File: config.mk
export PLATFORM = sky130hd
export DESIGN_NAME = nes_kbd_pad
export DESIGN_NICKNAME = d
export VERILOG_FILES = /design/src/rtl/nes_kbd_pad.sv
export SDC_FILE = /design/constraint.sdc
export NUM_CORES = 1
export LEC_CHECK = 0
export CORE_MARGIN = 2
export CORE_UTILIZATION = 47
export DETAILED_ROUTE_END_ITERATION = 8
export HOLD_SLACK_MARGIN = 0.05
export PLACE_DENSITY = 0.84
export SLEW_MARGIN = 15
export SYNTH_ARGS = -nofsm -noshare
export SYNTH_HDL_FRONTEND = slang
export SYNTH_SLANG_ARGS = --single-unit
File: constraint.sdc
create_clock -name clk -period 2.7 [get_ports clk]
set_input_delay 0.675 -clock clk [delete_from_list [all_inputs] [get_ports clk]]
set_output_delay 0.675 -clock clk [all_outputs]
set_load 0.01 [all_outputs]
File: src/rtl/nes_kbd_pad.sv
// nes_kbd_pad: maps a USB keyboard onto two NES controller ports.
//
// Three HID keycode slots are synchronised and decoded into two button bytes.
// Each button byte feeds an 8-bit parallel-load shift register that behaves
// like a 4021 inside a real pad. A write to $4016 sets the strobe level.
// A read of $4016 or $4017 shifts the matching pad register.
//
// Ports:
//   clk, reset          system clock (rising edge) and async active-high reset
//   keycode0..2         HID keycode slots (0x00 = no key)
//   strobe_wr/din       $4016 write pulse and its data bit 0
//   rd_p1, rd_p2        $4016 / $4017 read pulses
//   p1_d0, p2_d0        serial data bit presented to the CPU (register LSB)
//   strobe              current latched strobe level
//   buttons_p1/p2       registered live button state, bit0..7 = A,B,Sel,Start,U,D,L,R
module nes_kbd_pad #(
  parameter logic        POST_READ_VAL = 1'b1,
  parameter int unsigned SOCD_MASK     = 1
) (
  input  logic       clk,
  input  logic       reset,
  input  logic [7:0] keycode0,
  input  logic [7:0] keycode1,
  input  logic [7:0] keycode2,
  input  logic       strobe_wr,
  input  logic       strobe_din,
  input  logic       rd_p1,
  input  logic       rd_p2,
  output logic       p1_d0,
  output logic       p2_d0,
  output logic       strobe,
  output logic [7:0] buttons_p1,
  output logic [7:0] buttons_p2
);

  logic [2:0][7:0] kc_meta;
  logic [2:0][7:0] kc_sync;
  logic [7:0]      raw_p1;
  logic [7:0]      raw_p2;
  logic [7:0]      dec_p1;
  logic [7:0]      dec_p2;
  logic [7:0]      sr_p1;
  logic [7:0]      sr_p2;

  function automatic logic key_hit(input logic [2:0][7:0] kc, input logic [7:0] code);
    return (kc[0] == code) || (kc[1] == code) || (kc[2] == code);
  endfunction

  // An opposing pair that is held together reads as neither direction.
  function automatic logic [7:0] socd_filter(input logic [7:0] b);
    logic [7:0] r;
    r = b;
    if (SOCD_MASK != 0) begin
      if (b[4] && b[5]) r[5:4] = 2'b00;
      if (b[6] && b[7]) r[7:6] = 2'b00;
    end
    return r;
  endfunction

  always_comb begin
    raw_p1 = '0;
    raw_p1[0] = key_hit(kc_sync, 8'h0D);
    raw_p1[1] = key_hit(kc_sync, 8'h0E);
    raw_p1[2] = key_hit(kc_sync, 8'h2B);
    raw_p1[3] = key_hit(kc_sync, 8'h28);
    raw_p1[4] = key_hit(kc_sync, 8'h1A);
    raw_p1[5] = key_hit(kc_sync, 8'h16);
    raw_p1[6] = key_hit(kc_sync, 8'h04);
    raw_p1[7] = key_hit(kc_sync, 8'h07);

    raw_p2 = '0;
    raw_p2[0] = key_hit(kc_sync, 8'h59);
    raw_p2[1] = key_hit(kc_sync, 8'h5A);
    raw_p2[2] = key_hit(kc_sync, 8'h5B);
    raw_p2[3] = key_hit(kc_sync, 8'h5C);
    raw_p2[4] = key_hit(kc_sync, 8'h52);
    raw_p2[5] = key_hit(kc_sync, 8'h51);
    raw_p2[6] = key_hit(kc_sync, 8'h50);
    raw_p2[7] = key_hit(kc_sync, 8'h4F);

    dec_p1 = socd_filter(raw_p1);
    dec_p2 = socd_filter(raw_p2);
  end

  // Two-flop synchroniser followed by the registered decode. A keycode change
  // therefore reaches buttons_px on the third clock edge.
  always_ff @(posedge clk or posedge reset) begin
    if (reset) begin
      kc_meta    <= '0;
      kc_sync    <= '0;
      buttons_p1 <= '0;
      buttons_p2 <= '0;
    end else begin
      kc_meta    <= {keycode2, keycode1, keycode0};
      kc_sync    <= kc_meta;
      buttons_p1 <= dec_p1;
      buttons_p2 <= dec_p2;
    end
  end

  // The reload/shift decision uses the strobe value from before this edge's
  // write. A 1->0 write therefore performs one last reload, and a read that
  // coincides with any write is judged by the old strobe level.
  always_ff @(posedge clk or posedge reset) begin
    if (reset) begin
      strobe <= 1'b0;
      sr_p1  <= '0;
      sr_p2  <= '0;
    end else begin
      if (strobe_wr) strobe <= strobe_din;
      if (strobe) begin
        sr_p1 <= buttons_p1;
        sr_p2 <= buttons_p2;
      end else begin
        if (rd_p1) sr_p1 <= {POST_READ_VAL, sr_p1[7:1]};
        if (rd_p2) sr_p2 <= {POST_READ_VAL, sr_p2[7:1]};
      end
    end
  end

  assign p1_d0 = sr_p1[0];
  assign p2_d0 = sr_p2[0];

endmodule

==> results.toml, run 1 <==
[worst_hold_path]
hold_path.class = "reg2reg"
hold_end = "kc_sync[1]"
min-delay-start = "kc_meta[1]"
holdPathStages = 0

[sta]
worst_slew_pin_slew_ps = 534.4
finalCriticalPeriod_ps = 1943
timing_max_transition_violations_final = 0
tns_ps = 0
max-slew-margin-rel_pct = 63.87
finalHoldViolations = 0
fmax_mhz = 514.7
finalSetupViolCount = 0
period_share_pct = 71.96
fin_skew_ps = 8.521
rsz0062_at_grt = "false"

[power_and_ir_drop]
powerDensity_nw_per_um2 = 584.7
p_sw_mw = 0.5413
p_clk_share_pct = 34.6
power.leakage_nw = 1.622
sw_frac_of_total_pct = 24.34
ir_drop_mv = 0.4296
p_seq_share_pct = 58.5
p_comb_share_pct = 6.8
p_int_mw = 1.683

[logic_synthesis]
yosysTopAreaCellShare_pct = 66.69
synth_edf_count = 0
ys_top_cells_by_area = "dfrtp_1, mux2i_1, nand2_1"
syn_area_um2 = 3039
ys_ff_latch = 81
synth.avg_cell_area_um2 = 12.51
synth_ff_type = "dfrtp_1"
ys_warn_count = 0
syn_nets = 273
synthArstFlopShare_pct = 100.0
synth_common_cells = "dfrtp_1, nand2_1, o21ai_0"
synth.most_common_cell = "dfrtp_1"
yosysTopAreaCell = "dfrtp_1"
synthCells = 243
yosys.cell_types.count = 42
synth-seq-area-share_pct = 66.69

[critical_path]
critical_path_arrival_ps = 1270
startpoint_type = "flop"
cp_num_buf_inv = 1
cp_max_fo = 2
r2r_slack_ps = 1120
worst_path_max_delay_cell = "clkdlybuf4s50_1"
r2r-start = "kc_sync[12]"
cpPeakStageDelay_ps = 560
timing.rr.end = "buttons_p2[6]"
endpoint_kind = "primary output"
worstPathCellList = "clkdlybuf4s50_1"
cpLargestDelayFamily = "buffers and inverters"
reg2reg_depth = 4
worstPathRequired_ps = 2030
critPathKind = "reg2out"

[floorplan]
ios = 49
die_w_um = 84.42
core_um2 = 6314
die_h_um = 84.42
die_area_um2 = 7126
start_util_pct = 48.14
row_count = 29

[clocking]
cts.clk_slew.worst_paths_ps = 80
clk_path_buf_depth = 2
ctsResizeCount = 0
clk_latency_ps = 340
holdBufCountCts = 0
clock-sinks = 81
postCtsSetupRepairBufs = 0
cts-root-buf = "clkbuf_8"
numCtsBuffers = 9
htreeDepth = 3
cts_tree = "yes"

[routing]
drt_pass1_iterations = 4
routed-via-count = 1987
postRouteAntennaNets = 0
drc_errors = 0
routedWlPerCell_um = 13.56
drt_wl_total_um = 5165
via_per_inst = 5.215
drt_iter0_drc = 110

[placement]
port_buffers = 48
postPlaceCellArea_um2 = 3626
dp_hpwl_um = 3776
place.gp.congestion = 0.9081

[global_routing]
grt-ovfl-total = 0
grt_pass1_wl_um = 8907
grt_pass1_vias = 1939
antenna_found_initial = 0
grt_max_degree = 82
grt_usage_pct = 16.08

[finish]
syn_to_final_growth_pct = 25.15
design_area_um2 = 3804
drive_above_1_share_pct = 9.211
diodes = 0
nets = 329
num-fill-cells = 515

[status]
outcome = "finished clean"

[job]
drv_cap = 0
-- metal layers --
| layer | global-route usage (%) | routed length (um) | part of all wire [%] | up-vias |
|---|---|---|---|---|
| met3 | 5.113 | 303 | 5.9 | 8 |
| met1 | 20.97 | 2233 | 43 | 932 |
| met5 | 0 | 0 | 0 | - |
| met2 | 24.96 | 2538 | 49 | 68 |
| met4 | 7.071 | 90 | 1.7 | 0 |
| li1 | - | - | - | 979 |
-- power groups by stage --
stage	clock (mW)	combinational, mW	sequential [mW]
floorplan	0	0.0807	1.32
global placement	0	0.151	1.32
detailed placement	0	0.154	1.33
CTS	0.794	0.154	1.30
global route	0.853	0.169	1.31
finish	0.771	0.151	1.30
-- sequential cells by signal, summed over array words and instances, names as in the netlist --
name,flops
kc_meta,24
buttons_p1,8
sr_p2,8
kc_sync,24
buttons_p2,8
strobe,1
sr_p1,8
-- worst reg2reg max path: stages, from the launching register on --
cell,delay [ps]
dfrtp_1,420
or4b_1,550
nor3_1,230
nor3_1,110
and2_1,160
-- per-stage QoR --
stage	power, mW	setup WS [ps]	hold slack (ps)	utilization [%]	std cells
5_1_grt	2.333	710.5	357.2	60.25	381
3_3_place_gp	1.474	852.8	332.1	57.43	365
2_1_floorplan	1.400	1101	331.2	-	243
6_report	2.224	757.2	349.4	60.25	381
3_5_place_dp	1.480	813.4	334.7	57.43	365
4_1_cts	2.250	723.6	350.1	60.25	381
-- final cells by class --
class                           instances  area (um2)  area share [%]
Sequential cell                        81        2027           53.29
Clock buffer                            9       123.9           3.257
Clock inverter                          7       53.80           1.414
Multi-Input combinational cell        154       979.7           25.76
Inverter                                3       15.01          0.3947
Timing Repair Buffer                   50       508.0           13.36
Tap cell                               77       96.34           2.533
-- cell usage in the layout, fill, tap and decap left out, types with 3 or more instances in the layout --
| cell type | count |
|---|---|
| inv_6 | 3 |
| nand2_1 | 34 |
| clkbuf_8 | 9 |
| nor2_1 | 11 |
| o21ai_0 | 16 |
| a22oi_1 | 3 |
| nor3b_1 | 4 |
| a32oi_1 | 3 |
| nor4_1 | 5 |
| dfrtp_1 | 81 |
| clkinvlp_4 | 4 |
| nand3_1 | 8 |
| nand4_1 | 4 |
| nor2b_1 | 13 |
| nor4b_1 | 3 |
| o21ai_1 | 3 |
| and3b_1 | 3 |
| clkdlybuf4s50_1 | 48 |
| mux2i_1 | 14 |
-- logic make-up after synthesis --
family | Yosys count | share of synthesized area [%]
AOI/OAI and AO/OA | 33 | 6.917
buffers and inverters | 8 | 1.070
DFF | 81 | 66.69
muxes | 15 | 4.981
and+or+nand+nor | 106 | 20.34
-- how the worst max path moves through the flow --
| stage | startpoint | endpoint | slack [ps] | depth (start not counted) |
|---|---|---|---|---|
| floorplan | reset | buttons_p1[0] | 1100 | 1 |
| global placement | rd_p1 | sr_p1[1] | 850 | 3 |
| detailed placement | rd_p2 | sr_p2[1] | 810 | 3 |
| CTS | buttons_p2[4] | buttons_p2[4] | 720 | 1 |
| global route | buttons_p2[4] | buttons_p2[4] | 710 | 1 |
| finish | buttons_p2[4] | buttons_p2[4] | 760 | 1 |
Power figures use the tool's default switching activity.
==> run 2: changes to the inputs <==
--- a/config.mk
+++ b/config.mk
@@ -6,10 +6,10 @@
 export NUM_CORES = 1
 export LEC_CHECK = 0
 export CORE_MARGIN = 2
-export CORE_UTILIZATION = 47
+export CORE_UTILIZATION = 52
 export DETAILED_ROUTE_END_ITERATION = 8
 export HOLD_SLACK_MARGIN = 0.05
-export PLACE_DENSITY = 0.84
+export PLACE_DENSITY = 0.88
 export SLEW_MARGIN = 15
 export SYNTH_ARGS = -nofsm -noshare
 export SYNTH_HDL_FRONTEND = slang
==> constraint.sdc (replaced) <==
create_clock -name clk -period 1.93 [get_ports clk]
set_input_delay 0.4825 -clock clk [delete_from_list [all_inputs] [get_ports clk]]
set_output_delay 0.4825 -clock clk [all_outputs]
set_load 0.01 [all_outputs]
==> run 2 against run 1 <==
Sequential power up 40%. Flip-flop and latch count unchanged. Hold slack about the same. Non-clock buffer count unchanged. Register-to-register slack worse by 750 ps. Critical path depth unchanged. Global-route usage up 2.2 points. First-iteration DRC count up 15%. Combinational power up 40%. Utilization up 8.8 points. Via count up 1.1%. Die area down 9.2%. Critical path type unchanged.
==> results.toml, run 2 (synthesis gave the netlist of run 1 again) <==
[routing]
drt_wl_total_um = 5154
routedWlPerCell_um = 13.71
routed-via-count = 2008
drt_iter0_drc = 126
drc_errors = 0
via_per_inst = 5.340
drt_pass1_iterations = 4
postRouteAntennaNets = 0

[global_routing]
busiest_layer = "met2"
use_met2_pct = 28.50
grt_pass1_vias = 1825
grt_max_degree = 82
grt_pass1_wl_um = 8514
antenna_found_initial = 0
grtUsageMet1_pct = 23.33
grt-ovfl-total = 0
use_met3_pct = 5.730
grt_usage_pct = 18.27

[placement]
postPlaceCellArea_um2 = 3620
place.gp.congestion = 0.9290
dp_hpwl_um = 3736
port_buffers = 48

[clocking]
clock-sinks = 81
cts.clk_slew.worst_paths_ps = 70
cts_tree = "yes"
htreeDepth = 3
clk_path_buf_depth = 2
cts-root-buf = "clkbuf_8"
ctsResizeCount = 0
holdBufCountCts = 0
numCtsBuffers = 9
postCtsSetupRepairBufs = 0
clk_latency_ps = 340

[power_and_ir_drop]
powerDensity_nw_per_um2 = 877.9
p_seq_share_pct = 54.0
ir_drop_mv = 0.6427
sw_frac_of_total_pct = 20.92
power.leakage_nw = 1.655
p_int_mw = 2.672
p_sw_mw = 0.7066
p_comb_share_pct = 6.3
p_clk_share_pct = 39.8

[floorplan]
start_util_pct = 54.52
die_w_um = 80.45
core_um2 = 5574
ios = 49
die_h_um = 80.45
row_count = 27
die_area_um2 = 6472

[sta]
finalCriticalPeriod_ps = 1744
finalSetupViolCount = 0
fmax_mhz = 573.3
tns_ps = 0
rsz0062_at_grt = "false"
timing_max_transition_violations_final = 0
max-slew-margin-rel_pct = 66.49
finalHoldViolations = 0
worst_slew_pin_slew_ps = 495.6
period_share_pct = 90.38
fin_skew_ps = 4.390

[finish]
layout_common_cells = "dfrtp_1, clkdlybuf4s50_1, nand2_1"
diodes = 0
drive_above_1_share_pct = 9.211
design_area_um2 = 3849
final_common_cell = "dfrtp_1"
largestRegisters = "kc_meta: 24 flops, kc_sync: 24 flops"
nets = 329
syn_to_final_growth_pct = 26.64

[worst_hold_path]
hold_end = "kc_sync[12]"
hold_path.class = "reg2reg"
min-delay-start = "kc_meta[12]"
holdPathStages = 0

[critical_path]
cp_num_buf_inv = 1
worstPathRequired_ps = 1450
cpLargestDelayFamily = "buffers and inverters"
cpPeakStageDelay_ps = 540
r2r-start = "kc_sync[12]"
worstPathCellList = "clkdlybuf4s50_1"
r2r_slack_ps = 370
reg2reg_depth = 4
startpoint_type = "flop"
worst_path_max_delay_cell = "clkdlybuf4s50_1"
critPathKind = "reg2out"
timing.rr.end = "buttons_p2[6]"
critical_path_arrival_ps = 1260
cp_max_fo = 2
endpoint_kind = "primary output"

[status]
outcome = "finished clean"

[job]
drv_cap = 0
-- run 2: cell count changes in the layout (fill, tap and decap cells not counted), sizes merged --
cell,delta
clkinv,+1
clkinvlp,-2
clkbuf,+2
bufinv,+2
inv,-3
-- run 2: worst max path at each step --
| stage | to | cells past startpoint | startpoint |
|---|---|---|---|
| floorplan | buttons_p1[0] | 1 | reset |
| global placement | sr_p1[3] | 3 | rd_p1 |
| detailed placement | sr_p1[3] | 3 | rd_p1 |
| CTS | buttons_p1[1] | 1 | buttons_p1[1] |
| global route | buttons_p1[1] | 1 | buttons_p1[1] |
| finish | buttons_p1[3] | 1 | buttons_p1[3] |
-- run 2: power by group through the flow --
stage / combinational [mW] / sequential [mW] / clock, mW
2_1_floorplan: 0.113 / 1.85 / 0
3_3_place_gp: 0.211 / 1.85 / 0
3_5_place_dp: 0.215 / 1.86 / 0
4_1_cts: 0.216 / 1.82 / 1.38
5_1_grt: 0.237 / 1.83 / 1.47
6_report: 0.212 / 1.82 / 1.34
-- run 2: metal layers --
metal | share of wire (%) | routed length (um) | vias to the layer above
met5 | 0 | 0 | -
li1 | - | - | 975
met3 | 6.8 | 350 | 13
met4 | 2.3 | 121 | 0
met2 | 48 | 2463 | 72
met1 | 43 | 2220 | 948
-- run 2: through the flow --
step	utilization (%)	cells	total power, mW	hold slack (ps)	setup WS (ps)
after floorplan	-	243	1.959	331.2	523.7
after global placement	64.94	360	2.062	331.7	276.4
after detailed placement	64.94	360	2.070	334.7	221.5
after CTS	69.05	376	3.416	351.7	161.6
after global routing	69.05	376	3.541	354.7	137.0
final	69.05	376	3.379	349.3	185.6
-- run 2: cell type report --
type / count / area, um2
sequential: 81 / 2027
fill: 423 / 1725
multi-input combinational: 154 / 979.7
timing repair buffer: 50 / 508.0
clock buffer: 11 / 151.4
tap: 72 / 90.09
clock inverter: 5 / 77.57
inverter: 3 / 15.01
==> patch 1, RTL diff (flow settings as in run 1) <==
The parameter `POST_READ_VAL` goes from 1'b1 to 1'b0.
--- a/src/rtl/nes_kbd_pad.sv
+++ b/src/rtl/nes_kbd_pad.sv
@@ -14,7 +14,7 @@
 //   strobe              current latched strobe level
 //   buttons_p1/p2       registered live button state, bit0..7 = A,B,Sel,Start,U,D,L,R
 module nes_kbd_pad #(
-  parameter logic        POST_READ_VAL = 1'b1,
+  parameter logic        POST_READ_VAL = 1'b0,
   parameter int unsigned SOCD_MASK     = 1
 ) (
   input  logic       clk,
Function: changed (a bounded check fails within 10 cycles, from zero or initial values and one cycle with reset high).
==> patch 1 against run 1 <==
Area after synthesis increased by 0.16%; critical path depth increased by 1; wire length about the same; worst hold slack got worse by 0.0058 ns; cell area increased by 1.5%; clock power increased by 25%; total power increased by 7.8%; setup slack got worse by 0.25 ns; via count unchanged; sequential cell count unchanged; maximum frequency decreased by 12%; largest power group unchanged; non-clock buffer count unchanged.
==> patch 1: results (changes against run 1) <==
{| class="wikitable"
! Metric !! Value
|-
| Outcome || finished, final reports clean (unchanged)
|-
| Largest buffer count on any clock path || 2 (unchanged)
|-
| Min-Delay Startpoint || kc_meta[9] (was kc_meta[1])
|-
| End point of the worst hold path || kc_sync[9] (was kc_sync[1])
|-
| Routability-driven placement congestion ratio || 0.8394 (was 0.9081)
|-
| Area fraction in compound gates after synthesis || 6.905% (was 6.916%)
|-
| Avg Inst Size Synth || 12.53 um2 (was 12.51 um2)
|-
| Critical Path Sink || strobe (was buttons_p2[4])
|-
| Post-detailed-placement half-perimeter wirelength || 3.726 mm (was 3.776 mm)
|-
| Multiplexer share of the synthesized area || 4.973% (was 4.981%)
|-
| Global-route usage over all layers || 15.75% (was 16.08%)
|-
| Sequential share of the synthesized area || 66.58% (was 66.69%)
|-
| Setup slack after placement || 0.8005 ns (was 0.8134 ns)
|-
| Wirelength per Cell || 13.55 um (was 13.56 um)
|-
| Iteration-0 DRC count of the detailed router || 139 (was 110)
|-
| Max rail drop VDD || 0.4229 mV (was 0.4296 mV)
|-
| Via count of the first global-routing pass || 1,850 (was 1,939)
|-
| Critical path's largest stage delay || 0.59 ns (was 0.56 ns)
|-
| Fin Clk Skew || 0.008065 ns (was 0.008521 ns)
|-
| Share of the clock period used by the worst path || 81.37% (was 71.96%)
|-
| Crit path arrival time || 1.52 ns (was 1.27 ns)
|-
| Design internal power || 0.001879 W (was 0.001683 W)
|-
| Global-route wire length before repair || 8.694 mm (was 8.907 mm)
|-
| Main area contributors after synthesis || sky130_fd_sc_hd__dfrtp_1, sky130_fd_sc_hd__mux2i_1, sky130_fd_sc_hd__nand2_1 (unchanged)
|-
| Hold Path Stages || 0 (unchanged)
|-
| Worst setup path start || strobe (was buttons_p2[4])
|-
| Sequential share of power || 53.8% (was 58.5%)
|-
| Worst-Margin Slew || 0.5393 ns (was 0.5344 ns)
|-
| Fill count || 527 (was 515)
|}
## patch 1: layout make-up
| cell class | count | area share [%] |
|---|---|---|
| flip-flops and latches | 81 | 52.51 |
| multi-input cells | 154 | 25.51 |
| repair buffers | 50 | 13.16 |
| clock buffers | 10 | 3.566 |
| well taps | 77 | 2.496 |
| clock inverters | 6 | 2.366 |
| inverters | 3 | 0.3890 |
## patch 1: stage by stage
| step | hold slack [ns] | utilization, % | instance area [um2] |
|---|---|---|---|
| after floorplan | 0.3312 | - | 3048 |
| after global placement | 0.3317 | 57.51 | 3631 |
| after detailed placement | 0.3347 | 57.51 | 3631 |
| after CTS | 0.3465 | 61.14 | 3860 |
| after global routing | 0.3507 | 61.14 | 3860 |
| final | 0.3436 | 61.14 | 3860 |
## patch 1: routing by layer
metal | wire length (um) | vias to the layer above | global-route usage, %
li1 | - | 979 | -
met1 | 2322 | 942 | 20.65
met2 | 2477 | 59 | 24.55
met3 | 290 | 7 | 5.506
met4 | 70 | 0 | 5.628
met5 | 0 | - | 0
==> patch 2, RTL diff (settings of run 1) <==
Without the edit above. Make the reset (`reset`) synchronous in 2 clocked blocks. Comments in the files are not updated.
--- a/src/rtl/nes_kbd_pad.sv
+++ b/src/rtl/nes_kbd_pad.sv
@@ -84,7 +84,7 @@
 
   // Two-flop synchroniser followed by the registered decode. A keycode change
   // therefore reaches buttons_px on the third clock edge.
-  always_ff @(posedge clk or posedge reset) begin
+  always_ff @(posedge clk) begin
     if (reset) begin
       kc_meta    <= '0;
       kc_sync    <= '0;
@@ -101,7 +101,7 @@
   // The reload/shift decision uses the strobe value from before this edge's
   // write. A 1->0 write therefore performs one last reload, and a read that
   // coincides with any write is judged by the old strobe level.
-  always_ff @(posedge clk or posedge reset) begin
+  always_ff @(posedge clk) begin
     if (reset) begin
       strobe <= 1'b0;
       sr_p1  <= '0;
Behaviour: differs if reset is asserted again (counterexample within 4 cycles, from zero or initial values and one cycle with reset high); with reset held inactive, the same outputs for 10 cycles.
==> patch 2 against run 1 <==
Combinational power increased by 4%; via count up 19%; critical path depth is the same; sequential power decreased by 3%; setup slack improved by 0.0025 ns; total power down 0.14%; area after synthesis up 0.70%; sequential share of layout area is 10 points lower; maximum frequency rose by 0.13%; wire length increased by 16%; sequential cell count is the same; cell area fell by 0.39%.
==> patch 2: results (changes against run 1) <==
{| class="wikitable"
! Metric !! Value
|-
| Outcome || finished, final reports clean (unchanged)
|-
| Max rail drop VDD || 0.3730 mV (was 0.4296 mV)
|-
| Fraction of final layout cells with drive strength greater than 1 || 6.562% (was 9.211%)
|-
| Pin count of the biggest net entering global routing || 34 (was 82)
|-
| Total wire length after detailed routing || 5.993 mm (was 5.165 mm)
|-
| Sequential share of the synthesized area || 52.98% (was 66.69%)
|-
| Worst-Margin Slew || 0.6767 ns (was 0.5344 ns)
|-
| Total clock network power || 0.000802 W (was 0.000771 W)
|-
| Global-route usage over all layers || 17.67% (was 16.08%)
|-
| Fill count || 566 (was 515)
|-
| Design internal power || 0.001707 W (was 0.001683 W)
|-
| Fin Clk Skew || 0.007752 ns (was 0.008521 ns)
|-
| Synth Net Count || 359 (was 273)
|-
| Net count, final || 406 (was 329)
|-
| Power consumed by sequential cells || 0.00126 W (was 0.00130 W)
|-
| Leakage || 1.447 nW (was 1.622 nW)
|-
| Via count of the first global-routing pass || 2,204 (was 1,939)
|-
| Vias || 2,355 (was 1,987)
|-
| Main area contributors after synthesis || sky130_fd_sc_hd__dfxtp_1, sky130_fd_sc_hd__nor2b_1, sky130_fd_sc_hd__nor2_1 (was sky130_fd_sc_hd__dfrtp_1, sky130_fd_sc_hd__mux2i_1, sky130_fd_sc_hd__nand2_1)
|-
| Dominant synthesized flop cell || sky130_fd_sc_hd__dfxtp_1 (was sky130_fd_sc_hd__dfrtp_1)
|-
| Global-route wire length before repair || 9.908 mm (was 8.907 mm)
|-
| Async set or reset register ratio after synthesis || 0% (was 100.0%)
|-
| Leading cell types by count after synthesis || sky130_fd_sc_hd__dfxtp_1, sky130_fd_sc_hd__nor2b_1, sky130_fd_sc_hd__nor2_1, sky130_fd_sc_hd__a21oi_1, sky130_fd_sc_hd__nand3_1 (was sky130_fd_sc_hd__dfrtp_1, sky130_fd_sc_hd__nand2_1, sky130_fd_sc_hd__o21ai_0, sky130_fd_sc_hd__mux2i_1, sky130_fd_sc_hd__nor2b_1)
|-
| Iteration-0 DRC count of the detailed router || 125 (was 110)
|-
| Routability-driven placement congestion ratio || 0.8732 (was 0.9081)
|}
==> patch 2: cell types whose count changed in the layout (fill, tap and decap cells not counted), sizes merged, moves of 4 or more <==
cell / run 1 / this run
nor3b: 4 / 0
a21oi: 0 / 20
nor3: 3 / 9
nor2: 11 / 47
nand2: 34 / 9
dfxtp: 0 / 81
nor4b: 5 / 0
inv: 5 / 1
o21ai: 19 / 0
nand4: 4 / 14
nand3: 8 / 18
dfrtp: 81 / 0
a31oi: 1 / 5
nor2b: 13 / 59
==> patch 2: through the flow <==
stage	setup WS, ns	std cells	utilization, %	instance area (um2)
finish	0.7597	458	60.01	3789
global route	0.7259	458	60.01	3789
CTS	0.7395	458	60.01	3789
detailed placement	0.6348	442	57.00	3598
global placement	0.6991	442	57.00	3598
floorplan	1.036	329	-	3060
==> patch 2: cell families after synthesis <==
| family | synth area share, % |
|---|---|
| AO/OA/AOI/OAI | 5.846 |
| buffers and inverters | 1.840 |
| flip-flops | 52.98 |
| multiplexers | 4.906 |
| AND/OR/NAND/NOR | 34.42 |
==> patch 2: path summary, 6_finish.rpt <==
path                  from  slack (ns)  cells after the start             to
max          buttons_p1[1]        0.76                      1  buttons_p1[1]
min            kc_meta[13]        0.43                      1    kc_sync[13]
max reg2reg     kc_sync[5]        1.03                      4  buttons_p1[6]
min reg2reg    kc_meta[13]        0.43                      1    kc_sync[13]
==> patch 2: cell type report <==
cell class | count | area share [%]
repair buffers | 51 | 13.14
well taps | 77 | 2.543
clock inverters | 5 | 1.024
multi-input cells | 233 | 36.49
clock buffers | 11 | 3.996
flip-flops and latches | 81 | 42.80
==> patch 2: per-layer routing <==
layer	up-vias	routed length, um	track usage (%)
li1	1231	-	-
met1	1048	2683	20.41
met2	63	2920	30.57
met3	13	247	3.933
met4	0	142	9.091
met5	-	0	0
